--- src/rtl/mult_batch_sequencer.sv ---
`timescale 1ns/1ps
// -----------------------------------------------------------------------------
// mult_batch_sequencer
//   Runs one multiply/readback batch against the multiplier and its 64-deep
//   result memory.
//   1. Offers LEN operand beats on EN_mult and counts the ones the multiplier
//      accepts.
//   2. Waits DRAIN_CYC cycles so the pipeline can finish writing.
//   3. Pulses EN_blockRead.
//   4. Forwards the first LEN readback beats to the host as an indexed stream.
//
// Ports
//   clk, rst        clock, synchronous active-high reset
//   start, len      batch request (sampled in IDLE only), operand count 1..64
//   abort           synchronous cancel of the running batch
//   busy            high whenever the sequencer is not idle
//   done            one-cycle completion pulse (normal, timeout, illegal len)
//   err             sticky error (illegal len / read timeout), cleared on start
//   op_idx          index of the operand currently offered
//   EN_mult         operand valid to multiplier; RDY_mult = accept
//   EN_blockRead    one-cycle pulse starting the memory readback
//   VALID_memVal    readback beat valid; memVal_data = readback data
//   out_valid       result beat to host (registered)
//   out_idx         index of the result beat
//   out_data        result data
// -----------------------------------------------------------------------------
module mult_batch_sequencer #(
    parameter int WIDTH     = 32,
    parameter int ADDR_W    = 6,
    parameter int DRAIN_CYC = 4,
    parameter int TIMEOUT   = 128
) (
    input  logic              clk,
    input  logic              rst,
    input  logic              start,
    input  logic [ADDR_W:0]   len,
    input  logic              abort,
    output logic              busy,
    output logic              done,
    output logic              err,
    output logic [ADDR_W-1:0] op_idx,
    output logic              EN_mult,
    input  logic              RDY_mult,
    output logic              EN_blockRead,
    input  logic              VALID_memVal,
    input  logic [WIDTH-1:0]  memVal_data,
    output logic              out_valid,
    output logic [ADDR_W-1:0] out_idx,
    output logic [WIDTH-1:0]  out_data
);

    localparam int DEPTH = 2 ** ADDR_W;
    localparam int CNT_W = ADDR_W + 1;               // holds 0..DEPTH without wrap
    localparam int DRN_W = $clog2(DRAIN_CYC + 1);
    localparam int TMO_W = $clog2(TIMEOUT + 1);

    typedef enum logic [2:0] {
        ST_IDLE  = 3'd0,
        ST_MULT  = 3'd1,
        ST_DRAIN = 3'd2,
        ST_READ  = 3'd3,
        ST_DONE  = 3'd4
    } state_t;

    state_t            state_reg, state_next;
    logic [CNT_W-1:0]  len_reg;
    logic [CNT_W-1:0]  issue_cnt_reg;
    logic [CNT_W-1:0]  rcv_cnt_reg;
    logic [DRN_W-1:0]  drain_cnt_reg;
    logic [TMO_W-1:0]  idle_cnt_reg;
    logic              first_read_reg;
    logic              err_reg;
    logic              bad_start_reg;
    logic              out_valid_reg;
    logic [ADDR_W-1:0] out_idx_reg;
    logic [WIDTH-1:0]  out_data_reg;

    // Decoded events for the current cycle
    logic len_ok;
    logic start_ok;
    logic start_bad;
    logic accept;
    logic last_accept;
    logic drain_end;
    logic beat_take;
    logic last_beat;
    logic timed_out;
    logic active_abort;

    always_comb begin
        active_abort = abort && (state_reg != ST_IDLE);
        len_ok       = (len != '0) && (len <= CNT_W'(DEPTH));
        // abort wins over a simultaneous start, even in IDLE
        start_ok     = (state_reg == ST_IDLE) && start && !abort && len_ok;
        start_bad    = (state_reg == ST_IDLE) && start && !abort && !len_ok;
        accept       = (state_reg == ST_MULT) && !abort && RDY_mult;
        last_accept  = accept && (issue_cnt_reg == len_reg - CNT_W'(1));
        drain_end    = (drain_cnt_reg == DRN_W'(DRAIN_CYC - 1));
        // Beats past len (the block read is always full depth) are never taken
        beat_take    = (state_reg == ST_READ) && !abort && VALID_memVal
                       && (rcv_cnt_reg < len_reg);
        last_beat    = beat_take && (rcv_cnt_reg == len_reg - CNT_W'(1));
        timed_out    = (state_reg == ST_READ) && !abort && !VALID_memVal
                       && (idle_cnt_reg == TMO_W'(TIMEOUT - 1));
    end

    // ---------------------------------------------------------------- state
    always_ff @(posedge clk) begin
        if (rst) begin
            state_reg <= ST_IDLE;
        end else begin
            state_reg <= state_next;
        end
    end

    // ----------------------------------------------------------- next state
    always_comb begin
        state_next = state_reg;
        if (active_abort) begin
            state_next = ST_IDLE;
        end else begin
            case (state_reg)
                ST_IDLE:  if (start_ok)                state_next = ST_MULT;
                ST_MULT:  if (last_accept)             state_next = ST_DRAIN;
                ST_DRAIN: if (drain_end)               state_next = ST_READ;
                ST_READ:  if (last_beat || timed_out)  state_next = ST_DONE;
                ST_DONE:                               state_next = ST_IDLE;
                default:                               state_next = ST_IDLE;
            endcase
        end
    end

    // -------------------------------------------------------------- outputs
    always_comb begin
        busy         = (state_reg != ST_IDLE);
        // Illegal-len requests complete from IDLE via bad_start_reg
        done         = ((state_reg == ST_DONE) && !abort) || bad_start_reg;
        err          = err_reg;
        EN_mult      = (state_reg == ST_MULT) && !abort;
        op_idx       = (state_reg == ST_MULT) ? issue_cnt_reg[ADDR_W-1:0] : '0;
        EN_blockRead = (state_reg == ST_READ) && first_read_reg && !abort;
        out_valid    = out_valid_reg && !active_abort;
        out_idx      = out_idx_reg;
        out_data     = out_data_reg;
    end

    // ------------------------------------------------------------- datapath
    always_ff @(posedge clk) begin
        if (rst) begin
            len_reg        <= '0;
            issue_cnt_reg  <= '0;
            rcv_cnt_reg    <= '0;
            drain_cnt_reg  <= '0;
            idle_cnt_reg   <= '0;
            first_read_reg <= 1'b0;
            err_reg        <= 1'b0;
            bad_start_reg  <= 1'b0;
            out_valid_reg  <= 1'b0;
            out_idx_reg    <= '0;
            out_data_reg   <= '0;
        end else begin
            bad_start_reg <= start_bad;
            out_valid_reg <= beat_take;

            if (start_ok) begin
                len_reg       <= len;
                issue_cnt_reg <= '0;
                rcv_cnt_reg   <= '0;
                err_reg       <= 1'b0;
            end else begin
                if (accept) begin
                    issue_cnt_reg <= issue_cnt_reg + CNT_W'(1);
                end
                if (beat_take) begin
                    rcv_cnt_reg <= rcv_cnt_reg + CNT_W'(1);
                end
                if (start_bad || timed_out) begin
                    err_reg <= 1'b1;
                end
            end

            if (beat_take) begin
                out_idx_reg  <= rcv_cnt_reg[ADDR_W-1:0];
                out_data_reg <= memVal_data;
            end

            if ((state_reg == ST_DRAIN) && !drain_end) begin
                drain_cnt_reg <= drain_cnt_reg + DRN_W'(1);
            end else begin
                drain_cnt_reg <= '0;
            end

            // Consecutive READ cycles without a beat; any beat restarts it
            if ((state_reg == ST_READ) && !VALID_memVal) begin
                idle_cnt_reg <= idle_cnt_reg + TMO_W'(1);
            end else begin
                idle_cnt_reg <= '0;
            end

            // High in the cycle after DRAIN, i.e. only on the first READ cycle
            first_read_reg <= (state_reg == ST_DRAIN);
        end
    end

endmodule

--- config.mk ---
export PLATFORM = sky130hd
export DESIGN_NAME = mult_batch_sequencer
export DESIGN_NICKNAME = d
export VERILOG_FILES = /design/src/rtl/mult_batch_sequencer.sv
export SDC_FILE = /design/constraint.sdc
export NUM_CORES = 1
export LEC_CHECK = 0
export ABC_CLOCK_PERIOD_IN_PS = 6300
export CAP_MARGIN = 0
export CORE_MARGIN = 1
export CORE_UTILIZATION = 51
export DETAILED_ROUTE_END_ITERATION = 12
export PLACE_DENSITY_LB_ADDON = 0.12
export RECOVER_POWER = 50
export SLEW_MARGIN = 0
export SYNTH_ARGS = -nofsm -noshare
export SYNTH_HDL_FRONTEND = slang
export SYNTH_SLANG_ARGS = --single-unit
export TNS_END_PERCENT = 100
--- constraint.sdc ---
create_clock -name clk -period 6.3 [get_ports clk]
set_clock_uncertainty 0.1 [all_clocks]
set_input_delay 1.26 -clock clk [delete_from_list [all_inputs] [get_ports clk]]
set_output_delay 1.26 -clock clk [all_outputs]
set_load 0.01 [all_outputs]
## Word-level counts from Yosys, hierarchy flattened

Cells that the tools add are included.

- Input bits: 45
- Word-level logic and storage cells: 76
- Register bits: 77
- Output and inout bits: 50

- Muxes and demuxes: 6
- $lt $le $gt $ge: 2
- Reduce and logical (&&, ||, !) cells: 37
- Equality and inequality tests: 12
- $add $sub $neg: 5
- Bitwise gates (word level): 2

Operators with widths:

| cell | number |
|---|---|
| $logic_and 1x1->1 | 21 |
| $add 7x1->7 const B | 2 |
| $eq 7x7->1 | 2 |
| $mux 3 | 4 |
| $pmux 3 s4 | 1 |
| $eq 3x2->1 const B | 3 |
| $add 8x1->8 const B | 1 |
| $eq 8x7->1 const B | 1 |
| $reduce_or 2->1 | 4 |
| $le 7x7->1 const B | 1 |
| $lt 7x7->1 | 1 |
| $reduce_bool 7->1 | 1 |
| $sub 7x1->7 const B | 1 |
| $mux 6 | 1 |
| $ne 2x2->1 const B | 3 |
| $logic_not 1->1 | 5 |
| $reduce_and 4->1 | 1 |
| $add 3x1->3 const B | 1 |
| $eq 3x1->1 const B | 1 |
| $eq 3x3->1 const B | 1 |
| $logic_not 3->1 | 1 |
| $logic_or 1x1->1 | 3 |
| $reduce_bool 3->1 | 1 |
| $ne 2x1->1 const B | 1 |
| $not 1->1 | 2 |

## Depth between registers and ports, before layout

Gate-level depths: netlist of the first run.

- Depth in word-level cells: 8
- Gate-level depth with buffers: 11
- Mapped depth without buffers: 8

## Worst setup path before layout of the first run

OpenSTA, ideal clock, no wires.

- Path type: in2out
- Start point: in abort
- End point: out done
- Buffers on the path: 1
- Path slack: 3064 ps
- Stages on the path: 3
- Arrival time: 1876 ps
- Path through: clkbuf_1 > nor2_1 > a31o_2

- Word-level cells in the longest chain between the ends: 3

RTL lines:

| item | RTL line | text |
|---|---|---|
| start: declaration | 37 | `input logic abort,` |
| $logic_not 1->1 | 137 | `done = ((state_reg == ST_DONE) && !abort) \|\| bad_start_reg;` |
| $logic_and 1x1->1 | 137 |  |
| $logic_or 1x1->1 | 137 |  |
| end: declaration | 39 | `output logic done,` |

Every way passes these cells.

## Final worst setup path of the first run

- Start point: in abort
- End point: out EN_blockRead

- Word-level cells in the longest chain between the ends: 2

RTL lines:

| item | RTL line | text |
|---|---|---|
| $logic_not 1->1 | 141 | `EN_blockRead = (state_reg == ST_READ) && first_read_reg && !abort;` |
| $logic_and 1x1->1 | 141 |  |
| end: declaration | 44 | `output logic EN_blockRead,` |

Every way passes these cells.

==> results of run 1 <==
-- report_power, final --
group          total, mW  internal, mW  leakage (nW)  switching [mW]
Clock              0.367         0.193        0.0964           0.174
Combinational     0.0761        0.0426          1.09          0.0335
Sequential         0.493         0.489         0.621         0.00395
Total              0.935         0.724          1.81           0.211
-- kinds of logic after synthesis --
| group | Yosys count | share of synthesized area |
|---|---|---|
| adders and majority gates | 13 | 0.0459 |
| xor gates and xnor gates | 32 | 0.0830 |
| DFF | 77 | 0.435 |
| and+or+nand+nor | 182 | 0.248 |
| muxes | 7 | 0.0198 |
| buffers and inverters | 41 | 0.0555 |
| AOI/OAI and AO/OA | 70 | 0.113 |
-- placed cells by master, fill, tap and decap left out, drive strengths merged, types with 2 or more instances in the layout --
master / netlist / routed
dfxtp: 77 / 77
nand4: 3 / 3
inv: 18 / 18
a21oi: 49 / 49
or2: 3 / 3
nor3b: 2 / 2
o21ai: 7 / 7
o211ai: 2 / 2
nor2: 43 / 43
xnor2: 18 / 18
a41o: 2 / 2
clkbuf: 13 / 14
nand3: 7 / 7
a311oi: 2 / 2
clkdlybuf4s50: 0 / 52
or3: 6 / 6
nor2b: 2 / 2
nand2: 88 / 88
nor4: 6 / 6
and2: 6 / 6
dlygate4sd3: 0 / 41
and3: 5 / 5
or4b: 2 / 2
nand3b: 2 / 2
xor2: 13 / 13
nor3: 3 / 3
mux2i: 7 / 7
clkinv: 0 / 2
ha: 13 / 13
-- layout make-up --
type                    count  area [um2]  area share
multi-input cells         304        1800       0.388
repair buffers             96         946       0.203
clock buffers              12         145      0.0312
flip-flops and latches     77        1540       0.331
inverters                  18        67.6      0.0145
clock inverters             4        47.5      0.0102
well taps                  80         100      0.0215
-- critical path, cell delays in order --
cell and delay (ps):
dlygate4sd3_1 670, or2_0 310, nor2_1 120, clkdlybuf4s50_1 540
-- path summary, 6_finish.rpt --
path / slack [ps] / depth (start not counted) / end / start
worst max-delay path: 2030 / 4 / EN_blockRead / abort
worst min-delay path: 320 / 1 / drain_cnt_reg[0] / drain_cnt_reg[0]
worst max register to register: 2810 / 8 / out_data[7] / len_reg[4]
worst min register to register: 320 / 1 / drain_cnt_reg[0] / drain_cnt_reg[0]
-- routing by layer --
metal  track usage  share of wire
met1         0.267           0.46
met2         0.357           0.48
met3        0.0671          0.046
met4        0.0591         0.0098
met5             0              0
==> results by group, run 1 <==
Worst setup path
  • Worst Setup Start Kind: input pin
  • CP required: 4940 ps
  • Worst-path maximum fanout: 8
  • CP arrival: 2910 ps
  • Crit end category: output pin
  • Crit path kind: in2out

Status
  • Failing checks: max-capacitance violations, max-slew violations
  • Outcome: complete, but fails checks

STA
  • Final Hold Violating Endpoints: 0
  • Slew Viols, Final: 94
  • Worst slew margin relative to its limit: -0.449
  • Unrepaired setup endpoints after global routing: false
  • Tmin final: 4270 ps
  • Setup TNS: 0 ps
  • Worst slew pin tran: 2170 ps
  • Tcrit/Tclk final: 0.678
  • Finish-stage setup viols: 0
  • Fmax: 234 MHz
  • Worst hold margin: 324 ps
  • Post-route setup slack: 2030 ps

Clocking
  • Quantity of hold-fixing buffers added after cts: 0
  • CTS root buffer: clkbuf_8
  • CTS tree: built
  • Post-CTS sizing: 0
  • Postcts setup bufs: 0
  • H-tree levels: 3
  • Num CTS Buffers: 9
  • Clock latency at the later pin of the worst-skew pair: 340 ps
  • Sinks on Clock Net: 77
  • Clock Tree Buf Depth: 2
  • Worst-path clk slew: 80 ps

Cells and area
  • Finished Cell Area: 4650 um2
  • Largest register FFs: 32
  • Layout Cells excl Fill: 591
  • Final net count: 564
  • Layout fillers: 566
  • Post-layout util: 0.689
  • Area grow syn2layout: 31.3%
  • Layout cells sized above 1: 0.0489
  • Ant diodes: 0

Pwr
  • Max VDD drop: 203 uV
  • P_leak: 1.81 nW
  • Total power: 0.935 mW
  • Power Dens Cells: 201 nW/um2

Placement
  • Cells after DPL: 575
  • Post-Place Worst Slack: 2090 ps
  • DP HPWL: 5.27 mm
  • Gpl congestion: 0.859
  • IO Port Bufs: 94
  • Placed cell areas: 4460 um2

Die
  • # rows: 30
  • DIE AREA: 7280 um2
  • Height of the die: 85.3 um
  • Core ar.: 6760 um2
  • Initial Util: 0.524
  • Die Wd: 85.3 um
  • Boundary pin count: 95

Flow run
  • Maxcap violations: 2

Yosys
  • Flop and latch count out of synthesis: 77
  • Syn Std Cell Area: 3540 um2
  • Synth Net Count: 480
  • Async set-reset flop share out of synthesis: 0
  • Post-synth EDFFs: 0
  • Ys flop type: dfxtp_1
  • Count leader, synth: nand2_1
  • Post-synthesis sequential area ratio: 0.435
  • Post-synth top area share: 0.435
  • Ranking of synthesized cells by area: dfxtp_1 44%, nand2_1 9.3%, a21oi_1 6.9%
  • Synth cell count leaders: 88 x nand2_1, 77 x dfxtp_1, 49 x a21oi_1
  • Area leader, netlist: dfxtp_1
  • Synth cell types: 50
  • Avg Cell Area, Syn: 8.39 um2
  • Cells after Synth: 422
  • Yosys warns: 0

Route
  • Post-DRT Antenna Nets: 0
  • DRC: 0
  • WL per Instance: 12.4 um
  • DR iter-0 viols: 97
  • TritonRoute pass-1 iters: 6
  • Vias post-DR: 3031
  • Via/cell ratio: 5.13
  • Routed Wire Length: 7.35 mm

Hold path
  • Worst hold path class: reg2reg

GRT
  • Number of global-route vias before repair: 2777
  • Remaining Overflow, GRT: 0
  • Global-route wire length before repair: 12.4 mm
  • Initial antenna violation count: 0
  • Largest net degree at the start of global routing: 53
  • Overall Global Routing Usage: 0.214
Note: power is estimated with default switching activity, not from simulation.
==> inputs of run 2 (changes only) <==
ABC_CLOCK_PERIOD_IN_PS = 3600   (was 6300)
CORE_UTILIZATION = 44   (was 51)
clock period = 3.6 ns   (was 6.3 ns; I/O delays follow)
==> run 2 against run 1 <==
The run now ends clean; sequential cell count did not move; first-iteration DRC count rose by 49%; clock power rose by 93%; via count rose by 1.2%; cell count rose by 4.1%; total power rose by 82%; core utilization fell by 7.8 points; critical path depth did not move; worst hold slack got worse by 2.6 ps; largest cell class unchanged; largest power group unchanged.
==> results by group, run 2 (same netlist as run 1, synthesis figures left out) <==
STA
  • Tcrit/Tclk final: 0.883
  • Final Hold Violating Endpoints: 0
  • Unrepaired setup endpoints after global routing: false
  • Tmin final: 3180 ps
  • Slew Viols, Final: 0
  • Fmax: 314 MHz
  • Finish-stage setup viols: 0
  • Worst slew margin relative to its limit: 0.504
  • Setup TNS: 0 ps
  • Worst slew pin tran: 744 ps

Route
  • WL per Instance: 12.6 um
  • Routed Wire Length: 7.72 mm
  • Vias post-DR: 3067
  • Post-DRT Antenna Nets: 0
  • DRC: 0
  • TritonRoute pass-1 iters: 4
  • Via/cell ratio: 4.99
  • DR iter-0 viols: 145

Worst setup path
  • Worst Setup Start Kind: input pin
  • Crit end category: output pin
  • CP required: 2780 ps
  • Crit path kind: in2out
  • CP arrival: 2360 ps
  • Critical path cell sequence: dlygate4sd3_1 > or2_1 > nor2_1 > clkdlybuf4s50_1
  • Crit-path max cell delay: 670 ps
  • Crit-path slowest cell: dlygate4sd3_1
  • Worst-path maximum fanout: 8

Clocking
  • Clock latency at the later pin of the worst-skew pair: 340 ps
  • H-tree levels: 3
  • Worst-path clk slew: 70 ps
  • Sinks on Clock Net: 77
  • Quantity of hold-fixing buffers added after cts: 0
  • Post-CTS sizing: 0
  • Postcts setup bufs: 0
  • Clock Tree Buf Depth: 2
  • CTS tree: built
  • CTS root buffer: clkbuf_8
  • Num CTS Buffers: 9

GRT
  • Initial antenna violation count: 0
  • Number of global-route vias before repair: 2869
  • Overall Global Routing Usage: 0.194
  • Global-route wire length before repair: 13.1 mm
  • Largest net degree at the start of global routing: 46
  • Remaining Overflow, GRT: 0

Cells and area
  • Commonest non-fill, non-tap cell in the layout: nand2_1
  • Ant diodes: 0
  • Final net count: 567
  • Most frequent cells in the layout: 88 x nand2_1, 77 x dfxtp_1, 50 x clkdlybuf4s50_1, 49 x a21oi_1, 43 x dlygate4sd3_1
  • Layout cells sized above 1: 0.0565
  • Layout Cells excl Fill: 615
  • Layout fillers: 714
  • Post-layout util: 0.611
  • Largest register FFs: 32
  • Area grow syn2layout: 33.9%

Die
  • Height of the die: 91.7 um
  • DIE AREA: 8410 um2
  • # rows: 32
  • Core ar.: 7770 um2
  • Boundary pin count: 95
  • Initial Util: 0.456
  • Die Wd: 91.7 um

Flow run
  • Maxcap violations: 0

Placement
  • IO Port Bufs: 94
  • DP HPWL: 5.56 mm
  • Cells after DPL: 600
  • Gpl congestion: 0.809

Pwr
  • Power Dens Cells: 360 nW/um2
  • Max VDD drop: 189 uV
  • P_leak: 1.84 nW

Hold path
  • Worst hold path class: reg2reg

Status
  • Outcome: completed
[run 2: changes by cell type in the layout (fill, tap and decap cells not counted), moves of 2 or more]
cell,change
clkdlybuf4s50_1,-2
buf_4,+2
dlygate4sd3_1,+2
clkbuf_1,-2
[run 2: power breakdown]
group          switching [mW]  internal [mW]
clock network           0.302          0.405
registers             0.00721          0.855
logic                  0.0607         0.0761
total                   0.370           1.34
[run 2: path summary, 6_finish.rpt]
kind	cells after the start	slack, ps	from	end
worst max-delay path	4	420	abort	EN_blockRead
worst min-delay path	1	320	drain_cnt_reg[0]	drain_cnt_reg[0]
worst max register to register	8	990	len_reg[5]	state_reg[1]
worst min register to register	1	320	drain_cnt_reg[0]	drain_cnt_reg[0]
[run 2: area by class of cell]
| cell class | instances | area, um2 | area share |
|---|---|---|---|
| Clock buffer | 11 | 141 | 0.0298 |
| Clock inverter | 4 | 72.6 | 0.0153 |
| Inverter | 18 | 67.6 | 0.0142 |
| Multi-Input combinational cell | 304 | 1810 | 0.382 |
| Sequential cell | 77 | 1540 | 0.325 |
| Tap cell | 102 | 128 | 0.0269 |
| Timing Repair Buffer | 99 | 982 | 0.207 |
[run 2: critical path: cells and delay by family]
family | cells | cell delay [ps]
buf+inv | 2 | 1220
simple gates | 2 | 410
[run 2: stage by stage]
stage	setup slack (ps)	power [mW]	area, um2	hold WS (ps)
final	420	1.71	4740	322
after global routing	344	1.78	4740	348
after CTS	481	1.73	4750	328
after floorplan	1040	0.950	3540	299
after detailed placement	374	1.02	4530	317
after global placement	449	1.02	4530	310
[run 2: routing by layer]
layer | wire, um | global-route usage | vias to the layer above
li1 | - | - | 1574
met1 | 3640 | 0.244 | 1417
met2 | 3610 | 0.315 | 64
met3 | 361 | 0.0506 | 12
met4 | 112 | 0.0781 | 0
met5 | 0 | 0 | -
==> RTL edit, RTL diff (flow settings as in run 2) <==
Register the output `err`; this adds one clock of latency there. The other outputs are not delayed to match.
--- a/src/rtl/mult_batch_sequencer.sv
+++ b/src/rtl/mult_batch_sequencer.sv
@@ -62,6 +62,8 @@
         ST_DONE  = 3'd4
     } state_t;
 
+    logic err_d;
+
     state_t            state_reg, state_next;
     logic [CNT_W-1:0]  len_reg;
     logic [CNT_W-1:0]  issue_cnt_reg;
@@ -135,7 +137,7 @@
         busy         = (state_reg != ST_IDLE);
         // Illegal-len requests complete from IDLE via bad_start_reg
         done         = ((state_reg == ST_DONE) && !abort) || bad_start_reg;
-        err          = err_reg;
+        err_d        = err_reg;
         EN_mult      = (state_reg == ST_MULT) && !abort;
         op_idx       = (state_reg == ST_MULT) ? issue_cnt_reg[ADDR_W-1:0] : '0;
         EN_blockRead = (state_reg == ST_READ) && first_read_reg && !abort;
@@ -202,5 +204,9 @@
         end
     end
 
+    always_ff @(posedge clk) begin
+        err <= err_d;
+    end
+
 endmodule
 
Formal check against the unedited RTL: not equivalent (Yosys sat finds a counterexample within 4 cycles, from zero or initial values and one cycle with rst high).
==> RTL edit against run 2 <==
- the run now ends with max-capacitance violations, max-slew violations left
- design area rose by 0.66%
- fmax increased by 4.9%
- clock power increased by 8.8%
- total power up 4.3%
- worst setup slack better by 0.15 ns
- synthesized cell count grew 0.24%
- sequential cell count rose by 1
- area after synthesis up 0.57%
- hold slack worse by 0.078 ns
- sequential share of layout area rose by 0.21 points
- final cell count increased by 0.49%
- routed wire length is 0.91% higher
- via count decreased by 0.46%
- critical path type is now in2reg
- critical endpoint is now state_reg[0]
- largest power group unchanged
==> RTL edit: results (changes against run 2) <==
| Metric | Value |
|---|---|
| Lkg Pwr | 1.84 nW (+0.15%) |
| Via/cell ratio | 4.94 (-0.94%) |
| Hold/Removal Path Class | reg2reg |
| Sequential share of the synthesized area | 0.438 (+0.00317) |
| Mapped Nets | 481 (+0.21%) |
| Dpl cells | 602 (+0.33%) |
| First-pass GRT wire length | 12.7 mm (-2.9%) |
| CTS Root Cell | clkbuf_8 |
| Ant diodes | 0 (unchanged) |
| Fillers | 719 (+0.70%) |
| Post-Synthesis Cells | 423 (+0.24%) |
| Vias in the first global route | 2,683 (-6.5%) |
| Synth area leaders | dfxtp_1, nand2_1, a21oi_1 |
| DR vias | 3,053 (-0.46%) |
| Slew HR | -0.494 (-0.998) |
| Max frequency | 330 MHz (+4.9%) |
| Share of cells above drive strength 1 | 0.0543 (-0.00227) |
| Internal power | 0.00139 W (+4.3%) |
| Synth cell count leaders | nand2_1, dfxtp_1, a21oi_1 |
| Final Wtd Congestion | 0.809 (about the same) |
| DRC marker count from the first detailed-route iteration | 90 (-38%) |
| Failing checks | max-capacitance violations, max-slew violations |
| Ys async rst share | 0 (unchanged) |
| Estimated wirelength of the detail-placed design | 5.61 mm (+0.84%) |
| Max-Cap Viols | 1 (+1) |
| Total CTS buffers | 9 (unchanged) |
| Post-synth cell types | 50 (unchanged) |
| Routed len/inst | 12.6 um (+0.42%) |
| Setup repair bufs after CTS | 0 (unchanged) |
| Max IR drop VDD | 172 uV (-9.0%) |
| DP Worst Slack | 0.575 ns (+0.201 ns) |
| Largest net degree at the start of global routing | 52 (+13%) |
| Placed Area | 4560 um^2 (+0.61%) |
| Total track usage | 0.188 (-0.00528) |
| Status | finished with violations |
| Nets | 569 (+0.35%) |
| CP max FO | 51 (+43) |
| Slew Limit Fails | 52 (+52) |
| Reg2Reg Setup Slack | 0.67 ns (-0.32 ns) |
| Critical path arrival | 3.18 ns (+0.82 ns) |
RTL edit: cell types whose count changed after synthesis, sizes merged:
cell   change
dfxtp      +1
RTL edit: cell type report:
type | count | area (um^2) | share of cell area
repair buffers | 100 | 985 | 0.206
inverters | 18 | 67.6 | 0.0142
clock inverters | 4 | 76.3 | 0.0160
flip-flops and latches | 78 | 1560 | 0.327
well taps | 102 | 128 | 0.0267
multi-input cells | 304 | 1790 | 0.375
clock buffers | 12 | 165 | 0.0346
RTL edit: worst paths after layout:
path	startpoint	depth (start not counted)	end
worst min-delay path	err_d	0	err
worst max-delay path	rst	5	state_reg[0]
worst min register to register	err_d	0	err
worst max register to register	len_reg[5]	8	rcv_cnt_reg[5]
RTL edit: layer usage:
metal  routed length [um]  GRT usage  part of all wire  vias to the layer above
li1                     -          -                 -                     1583
met1                 3730      0.251              0.48                     1401
met2                 3650      0.296              0.47                       57
met3                  295     0.0365             0.038                       12
met4                  125     0.0833             0.016                        0
met5                    0          0                 0                        -
RTL edit: kinds of logic (layout without fill, tap and decap cells):
kind of cell / Yosys count / count (layout) / share of synthesized area
adders and majority gates: 13 / 13 / 0.0457
DFF: 78 / 78 / 0.438
AOI/OAI and AO/OA: 70 / 70 / 0.112
xor gates and xnor gates: 32 / 32 / 0.0825
muxes: 7 / 7 / 0.0197
and+or+nand+nor: 182 / 182 / 0.246
buffers and inverters: 41 / 134 / 0.0551
RTL edit: per-stage QoR:
step	hold WS [ns]	util
floorplan	0.232	-
global placement	0.244	0.587
detailed placement	0.244	0.587
CTS	0.242	0.618
global route	0.245	0.615
finish	0.243	0.615
RTL edit: worst max-delay path, stage by stage:
cell and delay, ns:
clkbuf_1 0.15, clkbuf_1 1.62, a21oi_1 0.22, and3b_1 0.30
a22o_1 0.17
RTL edit: power by group through the flow:
stage | clock (W) | sequential, W | combinational [W]
floorplan | 0 | 0.000892 | 0.0000708
global placement | 0 | 0.000894 | 0.000138
detailed placement | 0 | 0.000895 | 0.000139
CTS | 0.000795 | 0.000874 | 0.000140
global route | 0.000822 | 0.000875 | 0.000150
finish | 0.000769 | 0.000874 | 0.000136
